## src/rtl/fb_write_arbiter_if.sv

```systemverilog
// rtl/fb_write_arbiter_if.sv - requester, fill-command and RAM port A signal bundle for fb_write_arbiter
interface fb_write_arbiter_if #(
    parameter int ADDR_WIDTH = 12,
    parameter int DATA_WIDTH = 8
);
    logic                  a_req;
    logic [ADDR_WIDTH-1:0] a_addr;
    logic [DATA_WIDTH-1:0] a_data;
    logic                  a_grant;
    logic                  b_req;
    logic [ADDR_WIDTH-1:0] b_addr;
    logic [DATA_WIDTH-1:0] b_data;
    logic                  b_grant;
    logic                  fill_start;
    logic [DATA_WIDTH-1:0] fill_value;
    logic                  fill_busy;
    logic                  fill_done;
    logic [ADDR_WIDTH-1:0] ram_address;
    logic [DATA_WIDTH-1:0] ram_data_out;
    logic                  ram_write_enable;
    logic                  ram_clk_enable;

    modport slave (
        input  a_req, a_addr, a_data, b_req, b_addr, b_data, fill_start, fill_value,
        output a_grant, b_grant, fill_busy, fill_done,
        output ram_address, ram_data_out, ram_write_enable, ram_clk_enable
    );

    modport master (
        output a_req, a_addr, a_data, b_req, b_addr, b_data, fill_start, fill_value,
        input  a_grant, b_grant, fill_busy, fill_done,
        input  ram_address, ram_data_out, ram_write_enable, ram_clk_enable
    );
endinterface

```

## src/rtl/fb_write_arbiter.sv

```systemverilog
// rtl/fb_write_arbiter.sv - framebuffer port A write arbiter (round-robin A/B plus fill engine under FB_ARB_FILL_EN)
module fb_write_arbiter #(
    parameter int ADDR_WIDTH = 12,
    parameter int DATA_WIDTH = 8,
    parameter int FILL_WORDS = 4096
) (
    input  logic              clk_in,
    input  logic              reset,
    fb_write_arbiter_if.slave bus
);
    logic [ADDR_WIDTH-1:0] ram_addr_q, ram_addr_d;
    logic [DATA_WIDTH-1:0] ram_data_q, ram_data_d;
    logic                  ram_we_q, ram_we_d;
    logic                  a_grant_q, a_grant_d;
    logic                  b_grant_q, b_grant_d;
    logic                  last_a_q, last_a_d;
    logic                  a_elig, b_elig, win_a, win_b, arb_en;

    // A requester that is seeing its grant this cycle has not yet moved on to its next word.
    assign a_elig = bus.a_req & ~a_grant_q;
    assign b_elig = bus.b_req & ~b_grant_q;

    always_comb begin
        win_a = a_elig;
        win_b = b_elig;
        if (a_elig && b_elig) begin
            win_a = ~last_a_q;
            win_b = last_a_q;
        end
    end

`ifdef FB_ARB_FILL_EN
    localparam int CW = ADDR_WIDTH + 1;
    localparam logic [CW-1:0] LAST_ADDR = CW'(FILL_WORDS - 1);

    typedef enum logic [1:0] {S_IDLE, S_FILL, S_DONE} state_t;
    state_t                state_q, state_d;
    logic [CW-1:0]         cnt_q, cnt_d;
    logic [DATA_WIDTH-1:0] fill_val_q, fill_val_d;
    logic                  busy_q, busy_d;
    logic                  done_q, done_d;

    assign arb_en = (state_q == S_IDLE) && !bus.fill_start;

    always_ff @(posedge clk_in) begin
        if (reset) begin
            state_q <= S_IDLE;
        end else begin
            state_q <= state_d;
        end
    end

    always_comb begin
        state_d = state_q;
        case (state_q)
            S_IDLE: if (bus.fill_start) state_d = (LAST_ADDR == '0) ? S_DONE : S_FILL;
            S_FILL: if (cnt_q == LAST_ADDR) state_d = S_DONE;
            S_DONE: state_d = S_IDLE;
            default: state_d = S_IDLE;
        endcase
    end
`else
    logic unused_fill;
    assign unused_fill = ^{bus.fill_start, bus.fill_value, (FILL_WORDS > 0)};
    assign arb_en      = 1'b1;
`endif

    always_comb begin
        ram_addr_d = ram_addr_q;
        ram_data_d = ram_data_q;
        ram_we_d   = 1'b0;
        a_grant_d  = 1'b0;
        b_grant_d  = 1'b0;
        last_a_d   = last_a_q;
        if (arb_en && win_a) begin
            ram_addr_d = bus.a_addr;
            ram_data_d = bus.a_data;
            ram_we_d   = 1'b1;
            a_grant_d  = 1'b1;
            last_a_d   = 1'b1;
        end else if (arb_en && win_b) begin
            ram_addr_d = bus.b_addr;
            ram_data_d = bus.b_data;
            ram_we_d   = 1'b1;
            b_grant_d  = 1'b1;
            last_a_d   = 1'b0;
        end
`ifdef FB_ARB_FILL_EN
        cnt_d      = cnt_q;
        fill_val_d = fill_val_q;
        busy_d     = 1'b0;
        done_d     = 1'b0;
        // Address 0 goes out on the start edge itself, so the counter then holds the next address.
        case (state_q)
            S_IDLE: begin
                if (bus.fill_start) begin
                    ram_addr_d = '0;
                    ram_data_d = bus.fill_value;
                    ram_we_d   = 1'b1;
                    busy_d     = 1'b1;
                    fill_val_d = bus.fill_value;
                    cnt_d      = CW'(1);
                end
            end
            S_FILL: begin
                ram_addr_d = cnt_q[ADDR_WIDTH-1:0];
                ram_data_d = fill_val_q;
                ram_we_d   = 1'b1;
                busy_d     = 1'b1;
                cnt_d      = cnt_q + CW'(1);
            end
            S_DONE: done_d = 1'b1;
            default: ;
        endcase
`endif
    end

    always_ff @(posedge clk_in) begin
        if (reset) begin
            ram_addr_q <= '0;
            ram_data_q <= '0;
            ram_we_q   <= 1'b0;
            a_grant_q  <= 1'b0;
            b_grant_q  <= 1'b0;
            last_a_q   <= 1'b0;
`ifdef FB_ARB_FILL_EN
            cnt_q      <= '0;
            fill_val_q <= '0;
            busy_q     <= 1'b0;
            done_q     <= 1'b0;
`endif
        end else begin
            ram_addr_q <= ram_addr_d;
            ram_data_q <= ram_data_d;
            ram_we_q   <= ram_we_d;
            a_grant_q  <= a_grant_d;
            b_grant_q  <= b_grant_d;
            last_a_q   <= last_a_d;
`ifdef FB_ARB_FILL_EN
            cnt_q      <= cnt_d;
            fill_val_q <= fill_val_d;
            busy_q     <= busy_d;
            done_q     <= done_d;
`endif
        end
    end

    assign bus.ram_address      = ram_addr_q;
    assign bus.ram_data_out     = ram_data_q;
    assign bus.ram_write_enable = ram_we_q;
    assign bus.ram_clk_enable   = ram_we_q;
    assign bus.a_grant          = a_grant_q;
    assign bus.b_grant          = b_grant_q;
`ifdef FB_ARB_FILL_EN
    assign bus.fill_busy        = busy_q;
    assign bus.fill_done        = done_q;
`else
    assign bus.fill_busy        = 1'b0;
    assign bus.fill_done        = 1'b0;
`endif
endmodule

```

## src/flat_wrapper.sv

```systemverilog
// flat-port wrapper written by rule: the top's interface ports become plain ports
module fb_write_arbiter_flat 
#(
    parameter int ADDR_WIDTH = 12,
    parameter int DATA_WIDTH = 8,
    parameter int FILL_WORDS = 4096
)
  (clk_in, reset, bus_a_req, bus_a_addr, bus_a_data, bus_b_req, bus_b_addr, bus_b_data, bus_fill_start, bus_fill_value, bus_a_grant, bus_b_grant, bus_fill_busy, bus_fill_done, bus_ram_address, bus_ram_data_out, bus_ram_write_enable, bus_ram_clk_enable);
  fb_write_arbiter_if #(.ADDR_WIDTH(ADDR_WIDTH), .DATA_WIDTH(DATA_WIDTH)) bus_i ();
  input  logic clk_in;
  input  logic reset;
  input wire logic [$bits(bus_i.a_req)-1:0] bus_a_req;
  input wire logic [$bits(bus_i.a_addr)-1:0] bus_a_addr;
  input wire logic [$bits(bus_i.a_data)-1:0] bus_a_data;
  input wire logic [$bits(bus_i.b_req)-1:0] bus_b_req;
  input wire logic [$bits(bus_i.b_addr)-1:0] bus_b_addr;
  input wire logic [$bits(bus_i.b_data)-1:0] bus_b_data;
  input wire logic [$bits(bus_i.fill_start)-1:0] bus_fill_start;
  input wire logic [$bits(bus_i.fill_value)-1:0] bus_fill_value;
  output wire logic [$bits(bus_i.a_grant)-1:0] bus_a_grant;
  output wire logic [$bits(bus_i.b_grant)-1:0] bus_b_grant;
  output wire logic [$bits(bus_i.fill_busy)-1:0] bus_fill_busy;
  output wire logic [$bits(bus_i.fill_done)-1:0] bus_fill_done;
  output wire logic [$bits(bus_i.ram_address)-1:0] bus_ram_address;
  output wire logic [$bits(bus_i.ram_data_out)-1:0] bus_ram_data_out;
  output wire logic [$bits(bus_i.ram_write_enable)-1:0] bus_ram_write_enable;
  output wire logic [$bits(bus_i.ram_clk_enable)-1:0] bus_ram_clk_enable;
  assign bus_i.a_req = bus_a_req;
  assign bus_i.a_addr = bus_a_addr;
  assign bus_i.a_data = bus_a_data;
  assign bus_i.b_req = bus_b_req;
  assign bus_i.b_addr = bus_b_addr;
  assign bus_i.b_data = bus_b_data;
  assign bus_i.fill_start = bus_fill_start;
  assign bus_i.fill_value = bus_fill_value;
  assign bus_a_grant = bus_i.a_grant;
  assign bus_b_grant = bus_i.b_grant;
  assign bus_fill_busy = bus_i.fill_busy;
  assign bus_fill_done = bus_i.fill_done;
  assign bus_ram_address = bus_i.ram_address;
  assign bus_ram_data_out = bus_i.ram_data_out;
  assign bus_ram_write_enable = bus_i.ram_write_enable;
  assign bus_ram_clk_enable = bus_i.ram_clk_enable;
  fb_write_arbiter #(.ADDR_WIDTH(ADDR_WIDTH), .DATA_WIDTH(DATA_WIDTH), .FILL_WORDS(FILL_WORDS)) u_core (.clk_in(clk_in), .reset(reset), .bus(bus_i));
endmodule
```

## config.mk

```make
export PLATFORM = sky130hd
export DESIGN_NAME = fb_write_arbiter_flat
export DESIGN_NICKNAME = d
export VERILOG_FILES = /design/src/rtl/fb_write_arbiter_if.sv /design/src/rtl/fb_write_arbiter.sv /design/src/flat_wrapper.sv
export SDC_FILE = /design/constraint.sdc
export NUM_CORES = 1
export LEC_CHECK = 0
export CAP_MARGIN = 15
export CORE_AREA = 2 2 66 68
export CTS_CLUSTER_SIZE = 25
export DETAILED_ROUTE_END_ITERATION = 16
export DIE_AREA = 0 0 68 70
export PLACE_DENSITY = 0.74
export SLEW_MARGIN = 25
export SYNTH_ARGS = -nofsm -noshare
export SYNTH_HDL_FRONTEND = slang
export SYNTH_SLANG_ARGS = --single-unit
```

## constraint.sdc

```tcl
create_clock -name clk_in -period 1.1 [get_ports clk_in]
set_input_delay 0.22 -clock clk_in [delete_from_list [all_inputs] [get_ports clk_in]]
set_output_delay 0.22 -clock clk_in [all_outputs]
set_load 0.005 [all_outputs]
```

# Word level (Yosys, flattened, before mapping)
# Index checks and enable logic that the tools add are counted.
totals:
  output_inout_bits: 26
  ff_bits: 24
  elab_cells: 25
  input_bits: 53
classes:
  reduce_logical: 3
  muxes: 11
  n_bitwise: 5
op_table:
  columns: ["op", "count"]
  rows:
  - ["$mux W12", 2]
  - ["$mux W8", 2]
  - ["$mux W1", 7]
  - ["$not A1 Y1", 3]
  - ["$and A1 B1 Y1", 2]
  - ["$reduce_bool A2 Y1", 1]
  - ["$reduce_or A2 Y1", 1]
  - ["$logic_and A1 B1 Y1", 1]

# Logic depth before layout (Yosys ltp)
# Gate-level depths: netlist of run 1.
depth:
  depth_word: 6
  mapped_depth: 4
  depth_no_buf: 3

# Least setup slack after synthesis of run 1
# OpenSTA, ideal clock, no wires.
synth_timing:
  path_kind: "register -> register"
  from: "register u_core.a_grant_q (netlist: u_core.bus.a_grant)"
  to: "register u_core.ram_addr_q[0] (netlist: u_core.bus.ram_address[0])"
  stages_incl_launch_ff: 5
  synth_period_minus_slack_ns: 1.229
  setup_slack_ns: -0.129
  required_ns: 0.978
  arrival_ns: 1.107
  cell_sequence: "dfxtp_1 -> nand2b_4 -> and3b_1 -> buf_6 -> a221o_1"
synth_via:
  elab_chain_len: 5
  word_cells_on_any_way: 7
  cone_classes: "mux (3); bitwise (2); reduce/logical (2)"
synth_rtl:
  columns: ["element", "line_no", "text"]
  rows:
  - ["start: declaration", "fb_write_arbiter.sv:14", "logic a_grant_q, a_grant_d;"]
  - ["start signal: assignment", "fb_write_arbiter.sv:136", "a_grant_q <= a_grant_d;"]
  - ["$not A1 Y1 *", "fb_write_arbiter.sv:20", "assign a_elig = bus.a_req & ~a_grant_q;"]
  - ["$and A1 B1 Y1 *", "fb_write_arbiter.sv:20", null]
  - ["$logic_and A1 B1 Y1", "fb_write_arbiter.sv:26", "if (a_elig && b_elig) begin"]
  - ["$mux W1", "fb_write_arbiter.sv:26", null]
  - ["$mux W12 / $reduce_bool A2 Y1 (equally long branches)", null, null]
  - ["end signal: assignment", "fb_write_arbiter.sv:133", "ram_addr_q <= ram_addr_d;"]
  - ["end: declaration", "fb_write_arbiter.sv:11", "logic [ADDR_WIDTH-1:0] ram_addr_q, ram_addr_d;"]
# Every way passes the cells marked *; elsewhere a longest branch is shown, timed or not.
# A chain may end at the register's enable or synchronous reset.

# Worst setup path in the final report of run 1
layout_timing:
  from: "register u_core.b_grant_q (netlist: u_core.bus.b_grant)"
  to: "register u_core.ram_data_q[1] (netlist: u_core.bus.ram_data_out[1])"
layout_via:
  elab_chain_len: 5
  word_cells_on_any_way: 7
  cone_classes: "mux (3); bitwise (2); reduce/logical (2)"
layout_rtl:
  columns: ["element", "line_no", "text"]
  rows:
  - ["start: declaration", "fb_write_arbiter.sv:15", "logic b_grant_q, b_grant_d;"]
  - ["start signal: assignment", "fb_write_arbiter.sv:137", "b_grant_q <= b_grant_d;"]
  - ["$not A1 Y1 *", "fb_write_arbiter.sv:21", "assign b_elig = bus.b_req & ~b_grant_q;"]
  - ["$and A1 B1 Y1 *", "fb_write_arbiter.sv:21", null]
  - ["$logic_and A1 B1 Y1", "fb_write_arbiter.sv:26", null]
  - ["$mux W1", "fb_write_arbiter.sv:26", null]
  - ["$mux W8 / $reduce_bool A2 Y1 (equally long branches)", null, null]
  - ["end signal: assignment", "fb_write_arbiter.sv:134", "ram_data_q <= ram_data_d;"]
  - ["end: declaration", "fb_write_arbiter.sv:12", "logic [DATA_WIDTH-1:0] ram_data_q, ram_data_d;"]
# Marked as above.

==> summary.md, run 1 <==
| Metric | Value |
|---|---|
| Status | finished with violations |
| Failing checks | setup timing |
| P&R area growth vs syn | 66.7% |
| Critical Path Fanout Max | 12 |
| Drt first pass iters | 4 |
| Layout cells sized above 1 | 22.3% |
| GRT met1 Usage | 20.1% |
| Vias per cell | 5.22 |
| Fin crit share | 117% |
| Ys flop type | dfxtp_1 |
| Hold depth | 3 |
| Critical Path End Type | flip-flop |
| Leakage | 0.966 nW |
| Ys async rst share | 0% |
| Setup Viol. Count Final | 20 |
| Number of buffers inserted by hold repair at cts | 0 |
| CTS Buf Count | 3 |
| Psw | 0.000577 W |
| Yosys reg bits | 24 |
| Clk pwr share | 31.5% |
| CP arrival | 1.44 ns |
| Die extent in y | 70 um |
| Distinct cells, synth | 19 |
| DIE WIDTH | 68 um |
| Initial antenna violation count | 0 |
| GRT Util Overall | 16.3% |
| Post-synth EDFFs | 0 |
| PortBufs | 67 |
| Clock network latency to the later pin of the worst-skew pair | 0.27 ns |
| Drt drc | 0 |
| Vias in the first global route | 1311 |
| Antenna-violating nets left | 0 |
| Combinational power share | 26.9% |
| Global-route wire length before repair | 6040 um |
| Final hold vios | 0 |
| Initial core utilization | 31.6% |
| Fillers | 394 |
| Final Wtd Congestion | 0.686 |
| Placed Cells | 250 |
| Peak Freq | 780 MHz |
| Avg Cell Area, Syn | 9.62 um^2 |
| Die area | 4760 um^2 |
| Worst-path clk slew | 0.09 ns |
| Row count | 24 |
| Antenna Cells | 0 |
| P per Cell Area | 1120 nW/um^2 |
| Fin util | 52.7% |
| Tot Pwr | 0.00245 W |
| Synth Cell Area | 1310 um^2 |
| Critical Path RT | 1.26 ns |
| RSZ-0062 raised after global routing | true |
| Slew Limit Fails | 0 |
| Vias | 1348 |
| Switching Fraction | 23.5% |
| DR WL/cell | 14.6 um |
| Busiest layer in global routing | met2 |
| Worst Skew | 0.00333 ns |
| 1st-iter DRT viols | 72 |
| I/O pin total | 79 |
| Sequential share of power | 41.6% |
| Clock sink count | 24 |
| GRT overflow | 0 |
| Layout Nets | 260 |
| Final non-filler cell total | 258 |
| Hold WC Path Type | input pin to flip-flop |
| Max Root-Sink Buffers | 2 |
| MaxCap Viol Count | 0 |
| Minimum clock period | 1.28 ns |
| Cells after synthesis | 136 |
| Most common cell after layout, fill and taps aside | clkdlybuf4s50_1 |
| # H-tree levels | 1 |
| Pint | 0.00188 W |
| Seq/Total Area, Yosys | 36.7% |
| Critical Path Source Type | flip-flop |
| Peak VDD IR | 1130 uV |
| CTS tree | yes |
| Met2 Resource Use GR | 27.8% |
| Setup CP Type | flip-flop to flip-flop |
| Final HPWL DP | 2750 um |
| Setup TNS | -3.29 ns |
| Post-Place Worst Slack | -0.557 ns |
| Most frequent cells in the layout | clkdlybuf4s50_1, dfxtp_2, a21oi_1 |
| Path depth of the worst reg2reg path | 4 |
| Largest net degree at the start of global routing | 24 |
| Met3 track demand over resource | 4.35% |
| Yosys warnings | 0 |
| Post-Route WL | 3770 um |
| Clk root buf | clkbuf_8 |
| Core ar. | 4140 um^2 |
| Final WS setup | -0.183 ns |
==> per-layer routing <==
layer	routed length [um]	vias to the layer above	part of all wire (%)
li1	-	656	-
met1	1500	646	40
met2	2010	42	53
met3	232	4	6.2
met4	28	0	0.74
met5	0	-	0
==> flip-flops by register name, indices dropped and copies added (netlist names) <==
name / count
u_core.bus.a_grant: 1
u_core.bus.ram_clk_enable: 1
u_core.bus.b_grant: 1
u_core.bus.ram_data_out: 8
u_core.last_a_q: 1
u_core.bus.ram_address: 12
==> power groups by stage <==
stage | combinational, W | clock (W) | sequential [W]
after detailed placement | 0.000688 | 0 | 0.00103
after floorplan | 0.000283 | 0 | 0.00103
after global placement | 0.000683 | 0 | 0.00103
after CTS | 0.000658 | 0.000790 | 0.00102
after global routing | 0.000712 | 0.000833 | 0.00103
final | 0.000661 | 0.000772 | 0.00102
==> layout make-up <==
cell class | instances | area, um^2 | area share (%)
repair buffers | 84 | 817 | 37.4
multi-input cells | 94 | 721 | 33.0
flip-flops and latches | 24 | 508 | 23.3
well taps | 52 | 65.1 | 2.98
clock buffers | 3 | 41.3 | 1.89
clock inverters | 1 | 30.0 | 1.38
==> repair_timing <==
| action | CTS | global route |
|---|---|---|
| resized for setup | 48 | 13 |
| endpoints found under the setup margin | 44 | 31 |
| gates cloned | 0 | 0 |
| pin swaps | 1 | 7 |
| buffers inserted | 4 | 0 |
==> worst paths after layout <==
check | slack (ns) | start | end
max | -0.18 | u_core.bus.b_grant | u_core.bus.ram_data_out[1]
min | 0.44 | reset | u_core.bus.a_grant
max reg2reg | -0.18 | u_core.bus.b_grant | u_core.bus.ram_data_out[1]
min reg2reg | 0.48 | u_core.bus.ram_data_out[3] | u_core.bus.ram_data_out[3]
==> critical path, cell delays in order (launching register included) <==
cell and delay (ns):
dfxtp_2 0.33, nand3b_1 0.22, buf_6 0.18, and4b_1 0.18, a221o_1 0.26
==> logic make-up after synthesis <==
logic type | after synthesis | share of synthesized area (%)
other | 1 | 0.287
muxes | 1 | 0.765
DFF | 24 | 36.7
and+or+nand+nor | 50 | 30.3
buffers and inverters | 19 | 8.60
AOI/OAI and AO/OA | 41 | 23.3
==> through the flow <==
| stage | cell area [um^2] | hold slack (ns) |
|---|---|---|
| 2_1_floorplan | 1330 | 0.456 |
| 3_3_place_gp | 2060 | 0.475 |
| 3_5_place_dp | 2060 | 0.479 |
| 4_1_cts | 2170 | 0.439 |
| 5_1_grt | 2180 | 0.455 |
| 6_report | 2180 | 0.444 |
==> synth_stat cells, types with 2 or more instances <==
cell type  count  area [um^2]
a221o_1       20          200
nor2_1         3         11.3
clkbuf_1       2         7.51
nand2b_1      20          125
nand2b_4       2         27.5
buf_2         11         55.1
buf_6          2         22.5
buf_4          3         22.5
dfxtp_1       24          480
and4b_1       20          200
a21oi_1       21          105
(Power assumes the default switching activity.)
==> run 2, diff against run 1 <==
REMOVE_ABC_BUFFERS = 1   (was default)
==> summary.md, run 2 (synthesized netlist as in run 1, its figures left out) <==
| Metric | Value |
|---|---|
| Status | finished with violations (unchanged) |
| Failing checks | setup timing (unchanged) |
| Die area | 4760 um^2 (unchanged) |
| Number of buffers inserted by hold repair at cts | 0 (unchanged) |
| CTS tree | yes (unchanged) |
| Leakage | 0.976 nW (was 0.966 nW) |
| Vias in the first global route | 1165 (was 1311) |
| Final non-filler cell total | 260 (was 258) |
| Die extent in y | 70 um (unchanged) |
| PortBufs | 67 (unchanged) |
| Flip-flop count of the largest register after layout | 12 (unchanged) |
| 1st-iter DRT viols | 87 (was 72) |
| Worst hold slack | 0.480 ns (was 0.444 ns) |
| Critical Path Source Type | flip-flop (unchanged) |
| Clk root buf | clkbuf_8 (unchanged) |
| Placed instance area | 2070 um^2 (was 2060 um^2) |
| Max Root-Sink Buffers | 2 (unchanged) |
| MaxCap Viol Count | 0 (unchanged) |
| RSZ-0062 raised after global routing | true (unchanged) |
| DR WL/cell | 14.5 um (was 14.6 um) |
| Initial core utilization | 31.6% (unchanged) |
| Worst-path clk slew | 0.08 ns (was 0.09 ns) |
| Global-route wire length before repair | 5690 um (was 6040 um) |
| Clock network latency to the later pin of the worst-skew pair | 0.27 ns (about the same) |
| Peak VDD IR | 480 uV (was 1130 uV) |
| Fillers | 395 (was 394) |
| Row count | 24 (unchanged) |
| Most frequent cells in the layout | clkdlybuf4s50_1, a21oi_1, dfxtp_2 (was clkdlybuf4s50_1, dfxtp_2, a21oi_1) |
| CTS Buf Count | 3 (unchanged) |
| Vias per cell | 5.20 (was 5.22) |
| Clock sink count | 24 (unchanged) |
| Worst Skew | 0.00622 ns (was 0.00333 ns) |
| Final Wtd Congestion | 0.721 (was 0.686) |
| Final WS setup | -0.224 ns (was -0.183 ns) |
| P per Cell Area | 1120 nW/um^2 (about the same) |
| Core ar. | 4140 um^2 (unchanged) |
| P&R area growth vs syn | 68.4% (was 66.7%) |
| Finished Cell Area | 2200 um^2 (was 2180 um^2) |
| I/O pin total | 79 (unchanged) |
| Layout cells sized above 1 | 24.0% (was 22.3%) |
| Final hold vios | 0 (unchanged) |
| Final HPWL DP | 2620 um (was 2750 um) |
| Fin util | 53.2% (was 52.7%) |
| CP arrival | 1.48 ns (was 1.44 ns) |
| Setup Viol. Count Final | 20 (unchanged) |
| Layout Nets | 262 (was 260) |
| Largest net degree at the start of global routing | 45 (was 24) |
| Initial antenna violation count | 0 (unchanged) |
| Tot Pwr | 0.00247 W (was 0.00245 W) |
| Critical Path RT | 1.26 ns (about the same) |
| Antenna Cells | 0 (unchanged) |
| Drt first pass iters | 4 (unchanged) |
| Slew Limit Fails | 0 (unchanged) |
| Antenna-violating nets left | 0 (unchanged) |
| Hold WC Path Type | flip-flop to flip-flop (was input pin to flip-flop) |
| Flop-to-flop setup slack | -0.22 ns (was -0.18 ns) |
| Fin crit share | 120% (was 117%) |
| Critical Path End Type | flip-flop (unchanged) |
| GRT Util Overall | 15.4% (was 16.3%) |
| Critical Path Fanout Max | 6 (was 12) |
| DIE WIDTH | 68 um (unchanged) |
| Placed Cells | 252 (was 250) |
| Minimum clock period | 1.32 ns (was 1.28 ns) |
| GRT overflow | 0 (unchanged) |
| # H-tree levels | 1 (unchanged) |
| Post-Route WL | 3770 um (about the same) |
| Most common cell after layout, fill and taps aside | clkdlybuf4s50_1 (unchanged) |
| Drt drc | 0 (unchanged) |
| Vias | 1351 (was 1348) |
| Peak Freq | 755 MHz (was 780 MHz) |
| Setup CP Type | flip-flop to flip-flop (unchanged) |
[run 2: final timing paths]
path | from | depth (start not counted) | endpoint
worst min-delay path | u_core.bus.ram_address[0] | 1 | u_core.bus.ram_address[0]
worst max-delay path | u_core.bus.b_grant | 5 | u_core.bus.ram_address[9]
worst max register to register | u_core.bus.b_grant | 5 | u_core.bus.ram_address[9]
worst min register to register | u_core.bus.ram_address[0] | 1 | u_core.bus.ram_address[0]
[run 2: timing repair]
action	CTS	global route
setup buffers	2	1
cloned	0	1
pin swaps	10	1
resized for setup	53	16
setup endpoints to repair	46	33
[run 2: per-stage QoR]
step / setup WS, ns / TNS [ns]
4_1_cts: -0.239 / -4.11
5_1_grt: -0.255 / -4.63
6_report: -0.224 / -4.03
3_3_place_gp: -0.597 / -12.61
3_5_place_dp: -0.622 / -13.16
2_1_floorplan: -0.459 / -9.43
[run 2: critical path, stage by stage (launching register included)]
cell      delay, ns
dfxtp_2        0.33
nand3b_1       0.17
buf_6          0.15
buf_6          0.12
and4b_1        0.17
a221o_1        0.26
[run 2: area by class of cell]
class | count | area (um^2) | share of cell area, %
flip-flops and latches | 24 | 507 | 23.0
well taps | 52 | 65.1 | 2.95
repair buffers | 86 | 837 | 38.0
clock buffers | 3 | 41.3 | 1.87
clock inverters | 1 | 30.0 | 1.36
multi-input cells | 94 | 723 | 32.8
[run 2: power by group]
group	internal (W)	switching [W]	total, W
clock network	0.000487	0.000292	0.000779
logic	0.000421	0.000249	0.000670
registers	0.000972	0.0000473	0.00102
total	0.00188	0.000588	0.00247
[run 2: routing by layer]
metal	vias up	global-route usage [%]	wire (um)
met5	-	0	0
met4	0	4.67	24
met3	2	2.58	256
met2	41	24.5	1890
met1	643	20.9	1600
li1	665	-	-
==> run 3, diff against run 2 <==
SLEW_MARGIN = 20   (was 25)
TNS_END_PERCENT = 30   (was default)
==> summary.md, run 3 (synthesized netlist as in run 1, its figures left out) <==
| Metric | Value |
|---|---|
| Vias per cell | 5.18 (was 5.20) |
| Crit path cell chain | nand3b_1 -> buf_6 -> buf_6 -> and4b_1 -> a221o_1 (unchanged) |
| Die area | 4760 um^2 (unchanged) |
| Initial core utilization | 31.6% (unchanged) |
| Die extent in y | 70 um (unchanged) |
| DR WL/cell | 14.6 um (was 14.5 um) |
| Vias in the first global route | 1157 (was 1165) |
| Critical Path End Type | flip-flop (unchanged) |
| 1st-iter DRT viols | 84 (was 87) |
| Max Root-Sink Buffers | 2 (unchanged) |
| Critical Path Fanout Max | 6 (unchanged) |
| Number of buffers inserted by hold repair at cts | 0 (unchanged) |
| Status | finished with violations (unchanged) |
| P per Cell Area | 1120 nW/um^2 (about the same) |
| Final hold vios | 0 (unchanged) |
| # H-tree levels | 1 (unchanged) |
| P&R area growth vs syn | 68.3% (was 68.4%) |
| CTS tree | yes (unchanged) |
| R2r startpoint | u_core.bus.b_grant (unchanged) |
| Setup Viol. Count Final | 20 (unchanged) |
| Min-Delay Endpoint | u_core.bus.ram_data_out[5] (was u_core.bus.ram_address[0]) |
| Slew Limit Fails | 0 (unchanged) |
| I/O pin total | 79 (unchanged) |
| Most frequent cells in the layout | clkdlybuf4s50_1, a21oi_1, dfxtp_2 (unchanged) |
| Finished Cell Area | 2200 um^2 (about the same) |
| Leakage | 0.983 nW (was 0.976 nW) |
| Core ar. | 4140 um^2 (unchanged) |
| Vias | 1342 (was 1351) |
| Setup CP Type | flip-flop to flip-flop (unchanged) |
| Clock network latency to the later pin of the worst-skew pair | 0.27 ns (about the same) |
| Most common cell after layout, fill and taps aside | clkdlybuf4s50_1 (unchanged) |
| Path depth of the worst reg2reg path | 5 (unchanged) |
| Critical Path RT | 1.26 ns (about the same) |
| Flop-to-flop setup slack | -0.21 ns (was -0.22 ns) |
| RSZ-0062 raised after global routing | true (unchanged) |
| Fin crit share | 119% (was 120%) |
| Hold Startpoint | u_core.bus.ram_data_out[5] (was u_core.bus.ram_address[0]) |
| CTS Buf Count | 3 (unchanged) |
| Critical Path Max Stage Delay | 0.33 ns (about the same) |
| GRT Util Overall | 15.3% (was 15.4%) |
| Peak Freq | 762 MHz (was 755 MHz) |
| MaxCap Viol Count | 0 (unchanged) |
| Hold depth | 1 (unchanged) |
| Final Wtd Congestion | 0.721 (unchanged) |
| GRT overflow | 0 (unchanged) |
| Fillers | 394 (was 395) |
| Met3 WL post-DR | 270 um (was 256 um) |
| Drt drc | 0 (unchanged) |
| Antenna Cells | 0 (unchanged) |
| Hold WC Path Type | flip-flop to flip-flop (unchanged) |
| Initial antenna violation count | 0 (unchanged) |
| Minimum clock period | 1.31 ns (was 1.32 ns) |
| Clock sink count | 24 (unchanged) |
| Reg2reg end | u_core.bus.ram_address[10] (was u_core.bus.ram_address[9]) |
| Antenna-violating nets left | 0 (unchanged) |
| Max Used Layer | met4 (unchanged) |
| Layout Nets | 261 (was 262) |
| Flip-flop count of the largest register after layout | 12 (unchanged) |
| Peak VDD IR | 466 uV (was 480 uV) |
| PortBufs | 67 (unchanged) |
| Largest net degree at the start of global routing | 45 (unchanged) |
| Global-route wire length before repair | 5660 um (was 5690 um) |
| Crit path max-delay family | simple AND/OR/NAND/NOR gates (unchanged) |
| WP buf/inv | 2 (unchanged) |
| Critical Path Source Type | flip-flop (unchanged) |
| Met2 wire length | 1850 um (was 1890 um) |
| Final HPWL DP | 2620 um (unchanged) |
| Post-Route WL | 3790 um (was 3770 um) |
| Setup TNS | -3.86 ns (was -4.03 ns) |
| Routed met1 length | 1640 um (was 1600 um) |
| Worst Skew | 0.00616 ns (was 0.00622 ns) |
| Slowest-stage cell, CP | dfxtp_2 (unchanged) |
| Failing checks | setup timing (unchanged) |
| Final WS setup | -0.212 ns (was -0.224 ns) |
| Worst-path clk slew | 0.09 ns (was 0.08 ns) |
| DIE WIDTH | 68 um (unchanged) |
| Clk root buf | clkbuf_8 (unchanged) |
| Most used cell, CP | buf_6 (unchanged) |
| Drt first pass iters | 4 (unchanged) |
| Layout cells sized above 1 | 23.7% (was 24.0%) |
| Row count | 24 (unchanged) |
| Placed instance area | 2070 um^2 (unchanged) |
| CP arrival | 1.47 ns (was 1.48 ns) |
## run 3: cell types whose count changed in the layout (fill, tap and decap cells not counted), sizes merged
cell | previous run | this run
buf | 20 | 19
dlymetal6s2s | 0 | 1
dlygate4sd2 | 16 | 15
## run 3: what timing repair did
item | in CTS | in global routing
cloned | 0 | 2
gates resized for setup | 52 | 19
pin swaps | 11 | 5
endpoints found under the setup margin | 46 | 34
buffers inserted | 0 | 1
## run 3: how the worst max path moves through the flow
stage / cells past startpoint / startpoint / slack (ns) / endpoint
2_1_floorplan: 3 / u_core.bus.a_grant / -0.46 / u_core.bus.ram_address[0]
3_3_place_gp: 5 / bus_a_req / -0.60 / u_core.bus.ram_address[2]
3_5_place_dp: 5 / bus_a_req / -0.62 / u_core.bus.ram_address[9]
4_1_cts: 4 / u_core.bus.b_grant / -0.24 / u_core.bus.ram_address[9]
5_1_grt: 5 / u_core.bus.b_grant / -0.25 / u_core.bus.ram_address[10]
6_report: 5 / u_core.bus.b_grant / -0.21 / u_core.bus.ram_address[10]
## run 3: routing by layer
metal,up-vias,GRT usage (%)
met3,2,2.58
met4,0,4.67
li1,659,-
met5,-,0
met1,635,20.9
met2,46,24.3
## run 3: final cells by class
type                       count  area (um^2)  share of cell area, %
tap                           52         65.1                   2.95
clock inverter                 1         30.0                   1.36
clock buffer                   3         41.3                   1.88
sequential                    24          507                   23.0
timing repair buffer          85          835                   37.9
multi-input combinational     94          724                   32.9
## run 3: power breakdown
part,internal [W],total [W],leakage (nW),switching (W)
Clock,0.000487,0.000782,0.0357,0.000295
Sequential,0.000972,0.00102,0.206,0.0000480
Combinational,0.000419,0.000667,0.741,0.000248
Total,0.00188,0.00247,0.983,0.000590
## run 3: metrics by stage
stage	setup slack [ns]	utilization (%)	instances	total power, W	hold WS, ns
after global placement	-0.597	50.0	252	0.00171	0.467
final	-0.212	53.1	259	0.00247	0.480
after floorplan	-0.459	-	118	0.00125	0.289
after detailed placement	-0.622	50.0	252	0.00172	0.475
after CTS	-0.239	51.9	256	0.00246	0.479
after global routing	-0.253	53.1	259	0.00258	0.497
## run 3: worst register-to-register path, cell delays in order, from the launching register on
cell and delay [ns]:
dfxtp_2 0.33, nand3b_1 0.17, buf_6 0.15, buf_6 0.12, and4b_1 0.17, a221o_1 0.25
==> RTL edit 1 (flow settings as in run 2) <==
`ADDR_WIDTH` is set to 12 in 3 places; all go to 13.
--- a/src/rtl/fb_write_arbiter_if.sv
+++ b/src/rtl/fb_write_arbiter_if.sv
@@ -1,6 +1,6 @@
 // rtl/fb_write_arbiter_if.sv - requester, fill-command and RAM port A signal bundle for fb_write_arbiter
 interface fb_write_arbiter_if #(
-    parameter int ADDR_WIDTH = 12,
+    parameter int ADDR_WIDTH = 13,
     parameter int DATA_WIDTH = 8
 );
     logic                  a_req;
--- a/src/rtl/fb_write_arbiter.sv
+++ b/src/rtl/fb_write_arbiter.sv
@@ -1,6 +1,6 @@
 // rtl/fb_write_arbiter.sv - framebuffer port A write arbiter (round-robin A/B plus fill engine under FB_ARB_FILL_EN)
 module fb_write_arbiter #(
-    parameter int ADDR_WIDTH = 12,
+    parameter int ADDR_WIDTH = 13,
     parameter int DATA_WIDTH = 8,
     parameter int FILL_WORDS = 4096
 ) (
--- a/src/flat_wrapper.sv
+++ b/src/flat_wrapper.sv
@@ -1,7 +1,7 @@
 // flat-port wrapper written by rule: the top's interface ports become plain ports
 module fb_write_arbiter_flat 
 #(
-    parameter int ADDR_WIDTH = 12,
+    parameter int ADDR_WIDTH = 13,
     parameter int DATA_WIDTH = 8,
     parameter int FILL_WORDS = 4096
 )
Interface: changed (resized bus_a_addr, bus_b_addr and bus_ram_address); port bits go from 79 to 82. No check against the original RTL was run, so the function may have changed too.
==> RTL edit 1 against run 2 <==
  * The run still ends with negative setup slack left
  * Final area is 2.3% higher
  * Worst setup slack better by 18 ps
  * Critical path depth fell by 1
  * First-iteration DRC count decreased by 30%
  * Largest power group unchanged
  * Clock power decreased by 31%
  * Wire length increased by 4.5%
  * Combinational power increased by 3.9%
  * Sequential cell count rose by 1
  * Total power down 7.1%
  * Maximum frequency up 1.4%
  * Synthesized area up 4.3%
  * Hold slack lost 5.4 ps
==> RTL edit 1: results (changes against run 2) <==
status: complete, but fails checks
failing checks: negative setup slack
setup_tns: -3940 ps (+83.8 ps)
Largest register FFs: 13 (+1)
Synth area leaders: dfxtp_1 37%, a221o_1 15%, and4b_1 15%
Ant. Diodes: 0 (unchanged)
Critical Path Fanout Max: 14 (+8)
worst min-delay path class: reg2reg
largest net degree at the start of global routing: 24 (-47%)
Iter 0 DRT Violations: 61 (-30%)
number of library cell types mapped by synthesis: 18 (-1)
Total Wirelength: 3.93 mm (+4.5%)
Reg clk slew, reported paths: 90 ps
Max Root-Sink Buffers: 2 (unchanged)
Setup-failing EPs final: 22 (+10%)
Clock Skew: 2.17 ps (-4.06 ps)
Num CTS Buffers: 3 (unchanged)
first-pass GRT wire length: 6.15 mm (+8.1%)
number of global-route vias before repair: 1328 (+14%)
Max stage delay on crit path: 330 ps (about the same)
cell family with most CP delay: simple AND/OR/NAND/NOR gates
top cells by count, synth: 25 x dfxtp_1, 22 x a21oi_1, 22 x nand2b_1
WP data arrival: 1460 ps (-20 ps)
DR WL/cell: 14.5 um (+0.25%)
leakage: 1.02 nW (+4.3%)
slowest stage cell, crit path: dfxtp_2
Seq/Total Area, Yosys: 0.367 (-0.000477)
fraction of registers with async set/reset: 0 (unchanged)
gr usage total: 0.166 (+0.0124)
Final GP Congestion: 0.729 (+1.1%)
initial antenna violation count: 0 (unchanged)
Mapped Cells: 143 (+5.1%)
clk root buf: clkbuf_8
Synth Warn #: 0 (unchanged)
layout cells sized above 1: 0.237 (-0.00294)
via density per instance: 5.16 (-0.72%)
clk_lat worst skew: 260 ps
dpl cell area: 0.00213 mm^2 (+2.9%)
H-tree lvl count: 1 (unchanged)
detailed placement HPWL: 2.83 mm (+7.8%)
placed cells: 261 (+3.6%)
Peak VDD IR: 0.000447 V (-7.0%)
layout net count: 275 (+5.0%)
IO buf count: 70 (+4.5%)
router iterations before antenna repair: 4 (unchanged)
fin worst setup slack: -206 ps (+18.0 ps)
fillers: 394 (-0.25%)
[RTL edit 1: changes by cell type in the layout (fill, tap and decap cells not counted), sizes merged]
cell           delta
bufinv            -1
and4b             +1
nand2b            +1
a21oi             +1
clkbuf            +1
buf               +3
dfxtp             +1
dlygate4sd2       +7
a221o             +1
clkdlybuf4s50     +2
clkdlybuf4s15     -6
[RTL edit 1: layout make-up]
cell class / count / area [um^2] / area share
repair buffers: 92 / 867 / 0.385
multi-input cells: 98 / 751 / 0.333
flip-flops and latches: 25 / 527 / 0.234
well taps: 52 / 65.1 / 0.0289
clock buffers: 4 / 45.0 / 0.0200
[RTL edit 1: worst paths after layout]
path | start | end | depth (start not counted) | slack, ps
setup reg to reg | u_core.bus.b_grant | u_core.bus.ram_address[10] | 4 | -210
hold / removal | u_core.bus.ram_address[0] | u_core.bus.ram_address[0] | 1 | 470
hold reg to reg | u_core.bus.ram_address[0] | u_core.bus.ram_address[0] | 1 | 470
setup / recovery | u_core.bus.b_grant | u_core.bus.ram_address[10] | 4 | -210
[RTL edit 1: repair_timing]
action,CTS,global route
buffers inserted,4,1
endpoints found under the setup margin,47,28
resized for setup,61,7
cloned,1,0
pin swaps,4,2
[RTL edit 1: metrics by stage]
step	util	setup slack, ps	power, mW
after floorplan	-	-484	1.30
after global placement	0.515	-540	1.77
after detailed placement	0.515	-570	1.78
after CTS	0.541	-197	2.31
after global routing	0.544	-268	2.42
final	0.544	-206	2.29
[RTL edit 1: power by group]
group          switching, mW  total [mW]  leakage, nW  internal [mW]
sequential            0.0477        1.06        0.214           1.01
combinational          0.259       0.696        0.781          0.437
clock                  0.279       0.537       0.0228          0.258
[RTL edit 1: metal layers]
metal,up-vias,track usage,wire [um]
met5,-,0,0
met4,0,0.0511,47
met3,6,0.0225,244
met2,52,0.289,1960
met1,646,0.206,1690
li1,694,-,-
[RTL edit 1: cells by family after synthesis]
| logic type | after synthesis | share of synthesized area |
|---|---|---|
| multiplexers | 1 | 0.00733 |
| buffers and inverters | 21 | 0.0889 |
| AO/OA/AOI/OAI | 43 | 0.235 |
| flip-flops | 25 | 0.367 |
| AND/OR/NAND/NOR | 52 | 0.300 |
| other | 1 | 0.00275 |
==> RTL edit 2 (config.mk and constraints of run 2) <==
Without the edit above. `ram_data_q` no longer has a reset.
--- a/src/rtl/fb_write_arbiter.sv
+++ b/src/rtl/fb_write_arbiter.sv
@@ -118,7 +118,6 @@
     always_ff @(posedge clk_in) begin
         if (reset) begin
             ram_addr_q <= '0;
-            ram_data_q <= '0;
             ram_we_q   <= 1'b0;
             a_grant_q  <= 1'b0;
             b_grant_q  <= 1'b0;
@@ -131,7 +130,6 @@
 `endif
         end else begin
             ram_addr_q <= ram_addr_d;
-            ram_data_q <= ram_data_d;
             ram_we_q   <= ram_we_d;
             a_grant_q  <= a_grant_d;
             b_grant_q  <= b_grant_d;
@@ -143,6 +141,10 @@
             done_q     <= done_d;
 `endif
         end
+    end
+
+    always_ff @(posedge clk_in) begin
+        ram_data_q <= ram_data_d;
     end
 
     assign bus.ram_address      = ram_addr_q;
Check against the original RTL: not equivalent (Yosys sat finds a counterexample within 4 cycles, from zero or initial values and one cycle with reset high).
==> RTL edit 2 against run 2 <==
  * The flow still finishes with violations (negative setup slack)
  * Total power fell by 9.0%
  * Global-route usage is 0.79 points lower
  * Sequential cell count stayed put
  * Synthesized area is 2.8% lower
  * Maximum frequency down 3.1%
  * Worst setup slack got worse by 42 ps
  * Wire length down 1.5%
  * Final area down 2.5%
  * Largest cell class unchanged
==> RTL edit 2: results (changes against run 2) <==
Seq/Total Area, Yosys: 0.441 (+0.0734)
layout cells sized above 1: 0.371 (+0.131)
top cells by count, synth: 16 x dfxtp_1, 14 x a21oi_1, 10 x a221o_1
GRT overflow: 0 (unchanged)
Total Wirelength: 3.71 mm (-1.5%)
placed cells: 229 (-9.1%)
detailed placement HPWL: 2.72 mm (+3.6%)
H-tree lvl count: 1 (unchanged)
row cnt: 24 (unchanged)
grt met1 use: 0.163 (-0.0459)
initial antenna violation count: 0 (unchanged)
Global Route met3 Usage: 0.0403 (+0.0145)
WP data arrival: 1520 ps (+40 ps)
dpl cell area: 0.00203 mm^2 (-2.2%)
fin worst setup slack: -266 ps (-42.2 ps)
Setup-failing EPs final: 28 (+40%)
met2 Use GR: 0.263 (+0.0183)
Critical Path Fanout Max: 12 (+6)
layout net count: 240 (-8.4%)
first-pass GRT wire length: 5.35 mm (-5.9%)
EDFF count, synth: 8 (+8)
number of library cell types mapped by synthesis: 24 (+5)
Peak VDD IR: 0.000526 V (+9.5%)
Clock Skew: 1.67 ps (-4.56 ps)
Final GP Congestion: 0.676 (-6.3%)
largest net degree at the start of global routing: 16 (-64%)
leakage: 0.936 nW (-4.1%)
DR vias: 1184 (-12%)
Syn Area/Cell: 11.8 um^2 (+22%)
gr usage total: 0.146 (-0.00787)
Synth area leaders: dfxtp_1 25%, edfxtp_1 19%, a221o_1 7.9%
failing checks: negative setup slack
setup_tns: -5010 ps (-989 ps)
DR WL/cell: 15.6 um (+7.6%)
status: complete, but fails checks
pre-CTS setup slack: -658 ps (-36.8 ps)
-- RTL edit 2: cell count changes in the layout (fill, tap and decap cells not counted), sizes merged, moves of 2 or more --
cell | run 2 | this run
dlygate4sd2 | 16 | 12
nand2 | 1 | 3
and4b | 20 | 12
nand2b | 22 | 7
dfxtp | 24 | 16
or2b | 0 | 8
nor2 | 3 | 1
a221o | 20 | 12
mux2 | 0 | 8
edfxtp | 0 | 8
a21oi | 21 | 14
clkbuf | 4 | 6
-- RTL edit 2: worst paths after layout --
check | from | endpoint | slack (ps) | cells after the start
worst max-delay path | u_core.bus.b_grant | u_core.bus.ram_address[11] | -270 | 4
worst min-delay path | u_core.bus.ram_address[10] | u_core.bus.ram_address[10] | 490 | 1
worst max register to register | u_core.bus.b_grant | u_core.bus.ram_address[11] | -270 | 4
worst min register to register | u_core.bus.ram_address[10] | u_core.bus.ram_address[10] | 490 | 1
-- RTL edit 2: critical path: cells and delay by family (launching register included) --
family	cells	cell delay [ps]
flops	1	320
simple gates	2	460
buf+inv	1	220
compound gates	1	260
-- RTL edit 2: layer usage --
metal  routed length (um)  vias to the layer above
li1                     -                      566
met2                 1850                       57
met5                    0                        -
met4                   58                        0
met3                  329                        8
met1                 1470                      553
-- RTL edit 2: where the power goes --
group / internal (mW) / switching (mW)
Combinational: 0.433 / 0.244
Sequential: 1.02 / 0.0360
Clock: 0.249 / 0.266
Total: 1.70 / 0.545
-- RTL edit 2: layout make-up --
class,count,area (um^2)
multi-input cells,72,669
clock buffers,3,41.3
repair buffers,86,798
flip-flops and latches,24,571
fillers,379,2000
clock inverters,1,3.75
well taps,52,65.1
-- RTL edit 2: kinds of logic after synthesis --
family	count (synthesis)	synth area share
simple gates	35	0.238
compound gates	26	0.151
other cells	1	0.00295
buf+inv	14	0.0964
mux	8	0.0708
flops	24	0.441
